--- src/rtl/min_count_arbiter.sv ---
// min_count_arbiter: 4-requester arbiter for one shared resource.
// Grants the requesting index with the smallest service count (lowest index
// wins ties), limits each ownership to HOLD_MAX cycles and always spends at
// least one IDLE cycle between owners. Per-requester service counters
// saturate by halving all counters instead of wrapping.
module min_count_arbiter #(
   parameter int CNT_W    = 3,
   parameter int HOLD_MAX = 8,
   parameter int HOLD_W   = 4
) (
   input  logic             clk,
   input  logic             rst,
   input  logic [3:0]       req,
   input  logic             release_in,
   output logic [3:0]       grant,
   output logic [1:0]       grant_idx,
   output logic             busy,
   output logic             timeout,
   output logic [CNT_W-1:0] cnt0,
   output logic [CNT_W-1:0] cnt1,
   output logic [CNT_W-1:0] cnt2,
   output logic [CNT_W-1:0] cnt3
);

   localparam logic [CNT_W-1:0]  CNT_MAX   = '1;
   // Value given to a saturated winner after all counters are halved.
   localparam logic [CNT_W-1:0]  CNT_SAT   = (CNT_MAX >> 1) + 1'b1;
   localparam logic [HOLD_W-1:0] HOLD_LAST = HOLD_W'(HOLD_MAX - 1);

   typedef enum logic {S_IDLE, S_GRANT} state_t;

   state_t            state_q, state_d;
   logic [3:0]        grant_q, grant_d;
   logic [1:0]        grant_idx_q, grant_idx_d;
   logic              busy_q, busy_d;
   logic              timeout_q, timeout_d;
   logic [HOLD_W-1:0] hold_q, hold_d;
   logic [CNT_W-1:0]  cnt_q [4];
   logic [CNT_W-1:0]  cnt_d [4];

   logic              win_found;
   logic [1:0]        win_idx;
   logic [CNT_W-1:0]  win_cnt;

   // Minimum-count search over requesting indices; strict '<' keeps the lowest index on ties.
   always_comb begin
      win_found = 1'b0;
      win_idx   = 2'd0;
      win_cnt   = '0;
      for (int i = 0; i < 4; i++) begin
         if (req[i] && (!win_found || cnt_q[i] < win_cnt)) begin
            win_found = 1'b1;
            win_idx   = 2'(i);
            win_cnt   = cnt_q[i];
         end
      end
   end

   // Next-state, registered-output and service-counter computation.
   always_comb begin
      state_d     = state_q;
      grant_d     = grant_q;
      grant_idx_d = grant_idx_q;
      busy_d      = busy_q;
      timeout_d   = 1'b0;
      hold_d      = hold_q;
      cnt_d       = cnt_q;
      case (state_q)
         S_IDLE: begin
            grant_d = '0;
            busy_d  = 1'b0;
            if (win_found) begin
               state_d     = S_GRANT;
               grant_d     = 4'b0001 << win_idx;
               grant_idx_d = win_idx;
               busy_d      = 1'b1;
               hold_d      = '0;
               if (cnt_q[win_idx] != CNT_MAX) begin
                  cnt_d[win_idx] = cnt_q[win_idx] + 1'b1;
               end else begin
                  for (int i = 0; i < 4; i++) begin
                     cnt_d[i] = cnt_q[i] >> 1;
                  end
                  cnt_d[win_idx] = CNT_SAT;
               end
            end
         end
         S_GRANT: begin
            // Voluntary end (release or withdrawn request) outranks the hold limit.
            if (release_in || !req[grant_idx_q]) begin
               state_d = S_IDLE;
               grant_d = '0;
               busy_d  = 1'b0;
            end else if (hold_q == HOLD_LAST) begin
               state_d   = S_IDLE;
               grant_d   = '0;
               busy_d    = 1'b0;
               timeout_d = 1'b1;
            end else begin
               hold_d = hold_q + 1'b1;
            end
         end
         default: begin
            state_d = S_IDLE;
            grant_d = '0;
            busy_d  = 1'b0;
         end
      endcase
   end

   // State and output registers with asynchronous reset.
   always_ff @(posedge clk or posedge rst) begin
      if (rst) begin
         state_q     <= S_IDLE;
         grant_q     <= '0;
         grant_idx_q <= 2'd0;
         busy_q      <= 1'b0;
         timeout_q   <= 1'b0;
         hold_q      <= '0;
         for (int i = 0; i < 4; i++) begin
            cnt_q[i] <= '0;
         end
      end else begin
         state_q     <= state_d;
         grant_q     <= grant_d;
         grant_idx_q <= grant_idx_d;
         busy_q      <= busy_d;
         timeout_q   <= timeout_d;
         hold_q      <= hold_d;
         for (int i = 0; i < 4; i++) begin
            cnt_q[i] <= cnt_d[i];
         end
      end
   end

   assign grant     = grant_q;
   assign grant_idx = grant_idx_q;
   assign busy      = busy_q;
   assign timeout   = timeout_q;
   assign cnt0      = cnt_q[0];
   assign cnt1      = cnt_q[1];
   assign cnt2      = cnt_q[2];
   assign cnt3      = cnt_q[3];

endmodule

--- config.mk ---
export PLATFORM = sky130hd
export DESIGN_NAME = min_count_arbiter
export DESIGN_NICKNAME = d
export VERILOG_FILES = /design/src/rtl/min_count_arbiter.sv
export SDC_FILE = /design/constraint.sdc
export NUM_CORES = 1
export LEC_CHECK = 0
export BUFFER_PORTS_ARGS = -buffer_cell sky130_fd_sc_hd__buf_4
export CAP_MARGIN = 20
export CORE_MARGIN = 2
export CORE_UTILIZATION = 50
export CTS_BUF_LIST = sky130_fd_sc_hd__clkbuf_4
export CTS_CLUSTER_SIZE = 25
export DETAILED_ROUTE_END_ITERATION = 6
export PLACE_DENSITY = 0.75
export SETUP_SLACK_MARGIN = 0.3
export SKIP_CTS_REPAIR_TIMING = 1
export SYNTH_ARGS = -nofsm -noshare
export SYNTH_HDL_FRONTEND = slang
export SYNTH_SLANG_ARGS = --single-unit
--- constraint.sdc ---
create_clock -name clk -period 5.09 [get_ports clk]
set_input_delay 0.509 -clock clk [delete_from_list [all_inputs] [get_ports clk]]
set_output_delay 0.509 -clock clk [all_outputs]
set_load 0.1 [all_outputs]
# ---- After elaboration in Yosys (flattened, before gate mapping)
# Cells that the tools add are included.
dict set report totals {
  latchBits 0
  mem_bits_rw 0
  mem_count 0
  regBits 25
  out_inout_bits 20
  inputBits 7
  romBits 0
  word_cells 80
}
dict set report classes {
  magnitude_cmp 6
  n_shift 1
  mux 37
  add_sub_neg 2
  div_mod_pow 0
  mul 0
  n_eq_ne 6
  bitwise 4
  n_reduce_logical 14
}
# op n
set ops {}
lappend ops {{$mux 4} 6}
lappend ops {{$mux 3} 6}
lappend ops {{$pmux 4 s2} 2}
lappend ops {{$mux 1} 14}
lappend ops {{$bwmux 12} 1}
lappend ops {{$mux 12} 1}
lappend ops {{$lt 3x3->1} 3}
lappend ops {{$and 8x8->8} 1}
lappend ops {{$not 8->8} 1}
lappend ops {{$bmux 3 s2} 1}
lappend ops {{$demux 3 s2} 1}
lappend ops {{$ne 2x2->1 const B} 3}
lappend ops {{$add 4x1->4 const B} 1}
lappend ops {{$eq 4x3->1 const B} 1}
lappend ops {{$logic_and 1x1->1} 4}
lappend ops {{$logic_not 1->1} 4}
lappend ops {{$logic_or 1x1->1} 4}
lappend ops {{$mux 2} 2}
lappend ops {{$pmux 1 s2} 2}
lappend ops {{$shl 1x2->4 const A} 1}
lappend ops {{$add 3x1->3 const B} 1}
lappend ops {{$ge 3x3->1 const B} 1}
lappend ops {{$lt 2x3->1 const B} 1}
lappend ops {{$lt 3x1->1 const B} 1}
lappend ops {{7 further kinds} 7}

# ---- Logic depth before layout (Yosys ltp)
# Gate-level depths: netlist (run 1).
dict set report depth {
  ltp_word 21
  depth_mapped 32
}

# ---- Worst setup path before layout (run 1)
# No wires, ideal clock.
dict set report synth_timing {
  path_kind {register to register}
  startpoint {register cnt_q (netlist bit cnt0[2])}
  endpoint {register cnt_q (netlist bit cnt0[1])}
  stages_incl_launch_ff 28
  path_slack_ns -1.248
  n_path_buf 3
  arrival_ns 6.214
  required_time_ns 4.966
  period_less_slack_ns 6.338
  path_cell_list {dfrtp_1 > nand2_1 > ha_1 > or2_2 > a21oi_1 > nor2_1 > inv_1 > a21oi_1 > ha_1 > o21a_1 > o22ai_1 > a22oi_1 > clkbuf_1 > nor2_1 > a21o_1 > ha_1 > o21ai_0 > and2_1 > a21o_2 > or2_4 > buf_8 > a311oi_1 > a21o_1 > ha_1 > ha_1 > clkbuf_1 > o21ai_0 > a211o_1}
}
dict set report synth_between {
  elab_chain_cells 21
  elab_cells_between_ends 36
}
# element line_no
set synth_lines {}
lappend synth_lines {{start, declared} 38} ;# logic [CNT_W-1:0] cnt_q [4];
lappend synth_lines {{start signal, assigned by index} 131} ;# cnt_q[i] <= cnt_d[i];
lappend synth_lines {{parallel branches: the longest is 21 deep, another holds $lt 3x3->1} -}
# Parallel ways; which one is timed is not known. The select of a mux whose other input is x is not followed.
# A chain may end at the register's enable or synchronous reset.

# ---- Worst setup path in the final report (run 1)
# Ends and elaborated chain as after synthesis.

==> metrics.csv, run 1 <==
metric,value,unit
Via Count,1811,
I/O Buffers,26,
"Cell Area, Synth",0.00173,mm2
Root Buffer,clkbuf_4,
IO Count,27,
drt wl/cell,17.8,um
failing checks,negative setup slack,
Clock Skew,15.8,ps
"Clk Latency, worst-skew pair",320,ps
layout cell share with drive strength beyond 1,45.6,%
global route total overflow,0,
max-slew violations,0,
Placed Instance Area,0.00228,mm2
Final period util,101,%
number of fill cells,222,
Max Fclk,195,MHz
# rows,21,
R2R Path Start,cnt0[2],
drt total wl,5470,um
CTS tree,done,
Routed met1 length,2290,um
Worst R2R Path Depth,24,
number of max-cap violations,0,
Die W,62.9,um
diode count,0,
initial antenna violation count,0,
DRC Markers,0,
Hold Path Class,in2async,
R2R setup slack,-40,ps
first-pass GRT wire length,8260,um
worst-case clock buffer depth,2,
CP Capture Type,register,
fin area,0.00254,mm2
pin count of the biggest net entering global routing,26,
post-synthesis sequential area ratio,36.1,%
area delta synth->final,46.9,%
"Min Clock Period, post-route",5130,ps
Routability Congestion,0.999,
Finish-stage setup viols,2,
routed wl met2,2770,um
number of global-route vias before repair,1796,
status,finished with violations,
DRT iter0 DRCs,117,
DP HPWL,3790,um
#FFs+latches synth,25,
most frequent cells in the layout,"buf_4, nand2_1, dfrtp_1, nor2_1, inv_1",
CP Launch Type,register,
syn_nets,214,
CP arrival,5340,ps
setup TNS,-62.9,ps
unrepaired setup endpoints after global routing,yes,
number of CTS-inserted buffers,3,
Critical Path RT,5300,ps
DRT antenna net count,0,
critical path class,reg2reg,
final worst setup slack,-41.7,ps
Slew headroom,35.0,%
First-pass DRT Iterations,4,
# nets final,278,
Die ar.,0.00395,mm2
met3 routed WL,237,um
Syn Inst Count,198,
clock-pin slew on the worst setup and hold paths,150,ps
RR Endpoint,cnt0[1],
Seq. cell area,643,um2
Vias/cell,5.90,
CP Max Fanout,7,
Hold Fails Final Rpt,0,
measured slew at the worst slew-check pin,975,ps
"most common cell after layout, fill and taps aside",buf_4,
htree depth,1,
max layer used,met4,
clock sink count,25,
yosys warns,0,
starting density of the core,51.9,%
Multi-input gate area,0.00124,mm2
Total GRT Usage,26.2,%
Unique masters post-synth,49,
die height,62.9,um
syn avg cell area,8.75,um2
total core area,0.00334,mm2
-- synthesized netlist by cell type, drive strengths merged --
cell     number  area [um2]
a22o          3        26.3
inv          13        48.8
nand3         4        20.0
a2111oi       2        42.5
a21bo         2        20.0
nor2b         2        12.5
o22ai         2        12.5
and2b         1        7.51
o21a          1        7.51
xor2          1        8.76
ha            9         113
and2          1        6.26
or2           2        15.0
a211o         1        8.76
nand4         2        12.5
xnor2         1        8.76
nor4          3        18.8
a32o          1        10.0
or3           2        12.5
a22oi         1        7.51
nor3          3        15.0
nand2b        2        12.5
dfrtp        25         626
clkbuf        5        18.8
nand2        38         143
mux2          1        11.3
o311ai        3        26.3
a32oi         1        16.3
mux2i         7        70.1
a221oi        1        26.3
nor2         15        56.3
o211ai        1        7.51
nor4b         2        30.0
buf           3        25.0
o221ai        1        8.76
a311oi        1        8.76
a311o         2        20.0
o21ai        12        60.1
a21oi         8        40.0
or4           1        7.51
a31oi         5        31.3
a21o          7        53.8
-- cell type report --
class,count,share of cell area [%]
Clock buffer,3,0.885
Timing Repair Buffer,67,20.4
Inverter,13,2.11
Tap cell,46,2.26
Sequential cell,25,25.3
Clock inverter,1,0.295
Multi-Input combinational cell,152,48.8
-- how the worst max path moves through the flow --
stage                 start       to  slack [ps]  depth (start not counted)
floorplan           cnt0[1]  cnt2[1]        -310                         28
CTS                 cnt0[1]  cnt1[1]        -190                         27
detailed placement   req[0]  cnt1[1]        -260                         28
global placement     req[0]  cnt2[1]         -50                         28
finish              cnt0[2]  cnt0[1]         -40                         24
global route        cnt0[2]  cnt0[0]        -240                         27
-- kinds of logic after synthesis --
kind of cell               Yosys count  share of synthesized area (%)
and+or+nand+nor                     78                           21.3
AOI/OAI and AO/OA                   55                           25.1
DFF                                 25                           36.1
buffers and inverters               21                           5.34
adders and majority gates            9                           6.50
muxes                                8                           4.69
xor gates and xnor gates             2                           1.01
-- flip-flops by register name, indices dropped and copies added (netlist names) --
register / flops
grant: 4
hold_q: 4
cnt0: 3
cnt1: 3
cnt2: 3
cnt3: 3
grant_idx: 2
busy: 1
state_q: 1
timeout: 1
-- metrics by stage --
stage / utilization [%] / setup WS (ps) / hold slack [ps] / cells
after floorplan: - / -305 / 408 / 198
final: 76.3 / -41.7 / 388 / 307
after CTS: 69.3 / -186 / 403 / 295
after detailed placement: 68.4 / -261 / 448 / 291
after global routing: 76.3 / -240 / 437 / 307
after global placement: 68.4 / -50.3 / 419 / 291
-- critical path, stage by stage (launching register included) --
cell,delay [ps]
dfrtp_4,540
nand2_4,90
ha_4,200
or2_4,250
a21oi_4,170
nor2_4,60
inv_2,110
nor2_2,60
a21oi_2,180
ha_4,240
a2111oi_4,320
a22oi_2,180
buf_4,160
a21o_1,180
ha_4,260
o21ai_1,40
and2_1,170
a21o_2,200
or2_4,280
o21ai_0,370
ha_4,220
ha_4,200
buf_6,140
o21ai_0,90
a211o_1,320
-- metal layers --
layer	vias up	GRT usage [%]
li1	839	-
met1	895	33.6
met2	59	44.8
met3	18	3.06
met4	0	10.8
met5	-	0
Power of run 1 is left out: the tool's default activity adds up to more than one toggle a clock period on the data nets, which glitch-free logic cannot reach.
==> inputs of run 2 (changes only) <==
GPL_TIMING_DRIVEN = 0   (was not set)
SETUP_SLACK_MARGIN = 0.02   (was 0.3)
SLEW_MARGIN = 20   (was not set)
==> run 2 against run 1 <==
Compared with the run above:
- cell area fell by 1.9%
- utilization shrank 1.4 points
- wire length shrank 3.8%
- hold slack better by 1.2 ps
- largest cell class unchanged
- global-route usage fell by 2.0 points
- the flow still finishes with violations (negative setup slack)
- count of clock-buffer cells in the layout stayed put
==> metrics.csv, run 2 (synthesis results as in run 1) <==
metric,value,unit,change
critical path's largest stage delay,540,ps,about the same
area delta synth->final,44.1,%,
"most common cell after layout, fill and taps aside",buf_4,,
measured slew at the worst slew-check pin,967,ps,-7.67 ps
# rows,21,,unchanged
Hold Path Class,in2async,,
Hold Fails Final Rpt,0,,unchanged
most frequent cells in the layout,"buf_4, nand2_1, dfrtp_1, inv_1, nor2_1",,
Vias/cell,6.07,,+2.9%
DRT antenna net count,0,,unchanged
critical path class,reg2reg,,
number of max-cap violations,0,,unchanged
CP Launch Type,register,,
DRT iter0 DRCs,149,,+27%
total core area,0.00334,mm2,unchanged
RR Endpoint,cnt0[1],,
# nets final,268,,-3.6%
clock-pin slew on the worst setup and hold paths,140,ps,about the same
R2R setup slack,-300,ps,-260 ps
I/O Buffers,25,,-3.8%
number of CTS-inserted buffers,3,,unchanged
status,finished with violations,,
die height,62.9,um,unchanged
CP Capture Type,register,,
"Min Clock Period, post-route",5390,ps,+260 ps
Die ar.,0.00395,mm2,unchanged
layout cell share with drive strength beyond 1,42.6,%,-3.0 points
Root Buffer,clkbuf_4,,
worst-case clock buffer depth,2,,unchanged
DP HPWL,3560,um,-6.2%
Slew headroom,35.5,%,+0.51 points
Worst setup startpoint,cnt0[2],,
drt wl/cell,17.7,um,-0.53%
R2R Path Start,cnt0[2],,
Total GRT Usage,24.2,%,-2.0 points
drt total wl,5260,um,-3.8%
final worst setup slack,-301,ps,-260 ps
"Clk Latency, worst-skew pair",330,ps,about the same
Max Fclk,185,MHz,-4.8%
pin count of the biggest net entering global routing,26,,unchanged
global route total overflow,0,,unchanged
DP Worst Slack,-792,ps,-531 ps
Via Count,1803,,-0.44%
Critical Path RT,5370,ps,+70 ps
max-slew violations,0,,unchanged
unrepaired setup endpoints after global routing,yes,,
Clock Skew,6.91,ps,-8.86 ps
Finish-stage setup viols,12,,+10
starting density of the core,51.9,%,unchanged
failing checks,negative setup slack,,
htree depth,1,,unchanged
Die W,62.9,um,unchanged
number of global-route vias before repair,1623,,-9.6%
initial antenna violation count,0,,unchanged
clock sink count,25,,unchanged
DRC Markers,0,,unchanged
CTS tree,done,,
Routability Congestion,0.962,,-3.7%
Final period util,106,%,+5.1 points
first-pass GRT wire length,7610,um,-7.9%
CP arrival,5670,ps,+330 ps
most numerous cell on the critical path,ha_4,,
First-pass DRT Iterations,5,,+1
Slowest cell on crit path,dfrtp_4,,
IO Count,27,,unchanged
Hold Slack,389,ps,+1.16 ps
CP Max Fanout,6,,-1
Worst R2R Path Depth,29,,+21%
diode count,0,,unchanged
run 2: cell types whose count changed in the layout (fill, tap and decap cells not counted), moves of 3 or more:
cell      delta
nand2_1      -3
a21oi_2      -3
buf_8        +3
clkbuf_1     +3
buf_4       -17
nor2_4       +3
run 2: how the worst max path moves through the flow:
stage | endpoint | slack, ps | depth (start not counted)
final | cnt0[1] | -300 | 29
after global placement | cnt2[1] | -680 | 29
after global routing | cnt2[1] | -440 | 29
after detailed placement | cnt2[1] | -790 | 29
after CTS | cnt2[1] | -700 | 28
after floorplan | cnt2[1] | -310 | 28
run 2: metal layers:
layer | GRT usage (%) | up-vias | routed length (um)
li1 | - | 824 | -
met5 | 0 | - | 0
met2 | 41.9 | 89 | 2680
met3 | 1.08 | 17 | 318
met1 | 32.3 | 873 | 2130
met4 | 8.61 | 0 | 138
run 2: per-stage QoR:
step,instances,area (um2),TNS [ps],util [%]
after global placement,269,2130,-6910,63.7
after global routing,297,2500,-4580,74.8
after detailed placement,269,2130,-8000,63.7
after floorplan,198,1880,-2610,-
final,297,2500,-2530,74.8
after CTS,273,2150,-6830,64.5
run 2: cell type report:
type	count	area, um2
multi-input cells	152	1260
fillers	232	840
flip-flops and latches	25	643
repair buffers	49	373
plain buffers	8	72.6
inverters	13	58.8
well taps	46	57.6
clock buffers	3	22.5
clock inverters	1	5.00
run 2: critical path, delay by kind of cell, from the launching register on:
kind,cells,cell delay (ps)
compound gates,11,2120
fa+ha+maj,5,1040
buf+inv,4,480
flops,1,540
simple gates,9,1150
Power of run 2 is left out for the same reason.
==> inputs of run 3 (changes only) <==
CELL_PAD_IN_SITES_DETAIL_PLACEMENT = 1   (was not set)
CELL_PAD_IN_SITES_GLOBAL_PLACEMENT = 1   (was not set)
CORE_UTILIZATION = 40   (was 50)
PLACE_DENSITY = not set   (was 0.75)
PLACE_DENSITY_LB_ADDON = 0.12   (was not set)
SETUP_SLACK_MARGIN = not set   (was 0.02)
==> run 3 against run 2 <==
Compared with the run above:
- the run still ends with negative setup slack left
- global-route usage down 2.0 points
- via count up 7.7%
- cell area up 4.1%
- first-iteration DRC count up 1.3%
- non-clock buffer count up 8
- final cell count up 4.0%
- maximum frequency down 4.7%
- hold slack better by 1.5 ps
- setup slack worse by 270 ps
- count of clock-buffer cells in the layout unchanged
- wire length up 45%
- sequential cell count unchanged
==> metrics.csv, run 3 (synthesis results as in run 1) <==
metric,value,unit,change
unrepaired setup endpoints after global routing,yes,,
first-pass GRT wire length,8740,um,+15%
Hold Path Class,in2async,,
failing checks,negative setup slack,,
Slowest cell on crit path,dfrtp_4,,
Hold Fails Final Rpt,0,,unchanged
critical path class,reg2reg,,
most frequent cells in the layout,"buf_4, nand2_1, dfrtp_1, inv_1, nor2_1",,
CP Capture Type,register,,
diode count,0,,unchanged
initial antenna violation count,0,,unchanged
DRT antenna net count,0,,unchanged
number of max-cap violations,0,,unchanged
worst path bufs/invs,4,,unchanged
Slew headroom,35.8,%,+0.34 points
status,finished with violations,,
First-pass DRT Iterations,4,,-1
Critical Path RT,5330,ps,-40 ps
worst-case clock buffer depth,2,,unchanged
Finish-stage setup viols,12,,unchanged
layout cell share with drive strength beyond 1,47.5,%,+4.9 points
pin count of the biggest net entering global routing,26,,unchanged
number of CTS-inserted buffers,3,,unchanged
clock sink count,25,,unchanged
"most common cell after layout, fill and taps aside",buf_4,,
Levels on crit path,28,,-3.4%
# nets final,276,,+3.0%
cell family with most CP delay,compound AO/OA/AOI/OAI gates,,
"Min Clock Period, post-route",5660,ps,+269 ps
setup TNS,-5740,ps,-3220 ps
total core area,0.00409,mm2,+22%
critical path's largest stage delay,560,ps,+20 ps
DRC Markers,0,,unchanged
I/O Buffers,25,,unchanged
Via Count,1941,,+7.7%
# rows,23,,+9.5%
CP Launch Type,register,,
Worst R2R Path Depth,28,,-3.4%
"Clk Latency, worst-skew pair",320,ps,about the same
CP arrival,5900,ps,+230 ps
number of global-route vias before repair,1774,,+9.3%
R2R Path Start,cnt0[1],,
Root Buffer,clkbuf_4,,
drt total wl,7640,um,+45%
starting density of the core,42.4,%,-9.5 points
DP HPWL,4200,um,+18%
htree depth,1,,unchanged
Die W,69.8,um,+11%
clock-pin slew on the worst setup and hold paths,150,ps,about the same
global route total overflow,0,,unchanged
RR Endpoint,cnt2[1],,
measured slew at the worst slew-check pin,962,ps,-5.17 ps
Vias/cell,6.28,,+3.5%
R2R setup slack,-570,ps,-270 ps
Routability Congestion,0.823,,-14%
Max Fclk,177,MHz,-4.7%
most numerous cell on the critical path,ha_4,,
final worst setup slack,-570,ps,-269 ps
Final period util,111,%,+5.3 points
max-slew violations,0,,unchanged
Total GRT Usage,22.2,%,-2.0 points
die height,69.8,um,+11%
Die ar.,0.00487,mm2,+23%
IO Count,27,,unchanged
drt wl/cell,24.7,um,+40%
CP Max Fanout,8,,+2
DRT iter0 DRCs,151,,+1.3%
Worst setup startpoint,cnt0[1],,
Worst Setup EP,cnt2[1],,
CTS tree,done,,
Clock Skew,4.42,ps,-2.50 ps
area delta synth->final,50.0,%,
==> run 3: worst min path at each step <==
stage          cells past startpoint      start  slack [ps]      end
6_report                           2        rst         390     busy
5_1_grt                            2        rst         420     busy
4_1_cts                            2        rst         420     busy
3_5_place_dp                       1  hold_q[3]         440  timeout
3_3_place_gp                       1  hold_q[3]         420  timeout
2_1_floorplan                      1  hold_q[3]         410  timeout
==> run 3: area by class of cell <==
type | instances | area (um2)
Clock inverter | 1 | 5.00
Sequential cell | 25 | 643
Buffer | 8 | 72.6
Timing Repair Buffer | 57 | 445
Tap cell | 50 | 62.6
Clock buffer | 3 | 22.5
Multi-Input combinational cell | 152 | 1290
Fill cell | 472 | 1490
Inverter | 13 | 58.8
==> run 3: worst register-to-register path, delay by kind of cell (launching register included) <==
family	cells	cell delay (ps)
AOI/OAI and AO/OA	11	2560
adders and majority gates	5	1060
buffers and inverters	4	530
DFF	1	560
and+or+nand+nor	8	850
==> run 3: metrics by stage <==
step / cell area [um2] / hold WS, ps / std cells / util (%) / worst slack, ps
floorplan: 1880 / 408 / 198 / - / -305
global placement: 2130 / 419 / 273 / 52.1 / -745
detailed placement: 2130 / 440 / 273 / 52.1 / -908
CTS: 2160 / 424 / 277 / 52.8 / -794
global route: 2600 / 418 / 309 / 63.6 / -757
finish: 2600 / 391 / 309 / 63.6 / -570
==> run 3: per-layer routing <==
metal | GRT usage [%] | wire [um] | part of all wire [%]
met1 | 28.7 | 3100 | 41
met2 | 39.0 | 3880 | 51
met3 | 2.03 | 330 | 4.3
met4 | 7.26 | 333 | 4.4
met5 | 0 | 0 | 0
Power of run 3 is left out for the same reason.
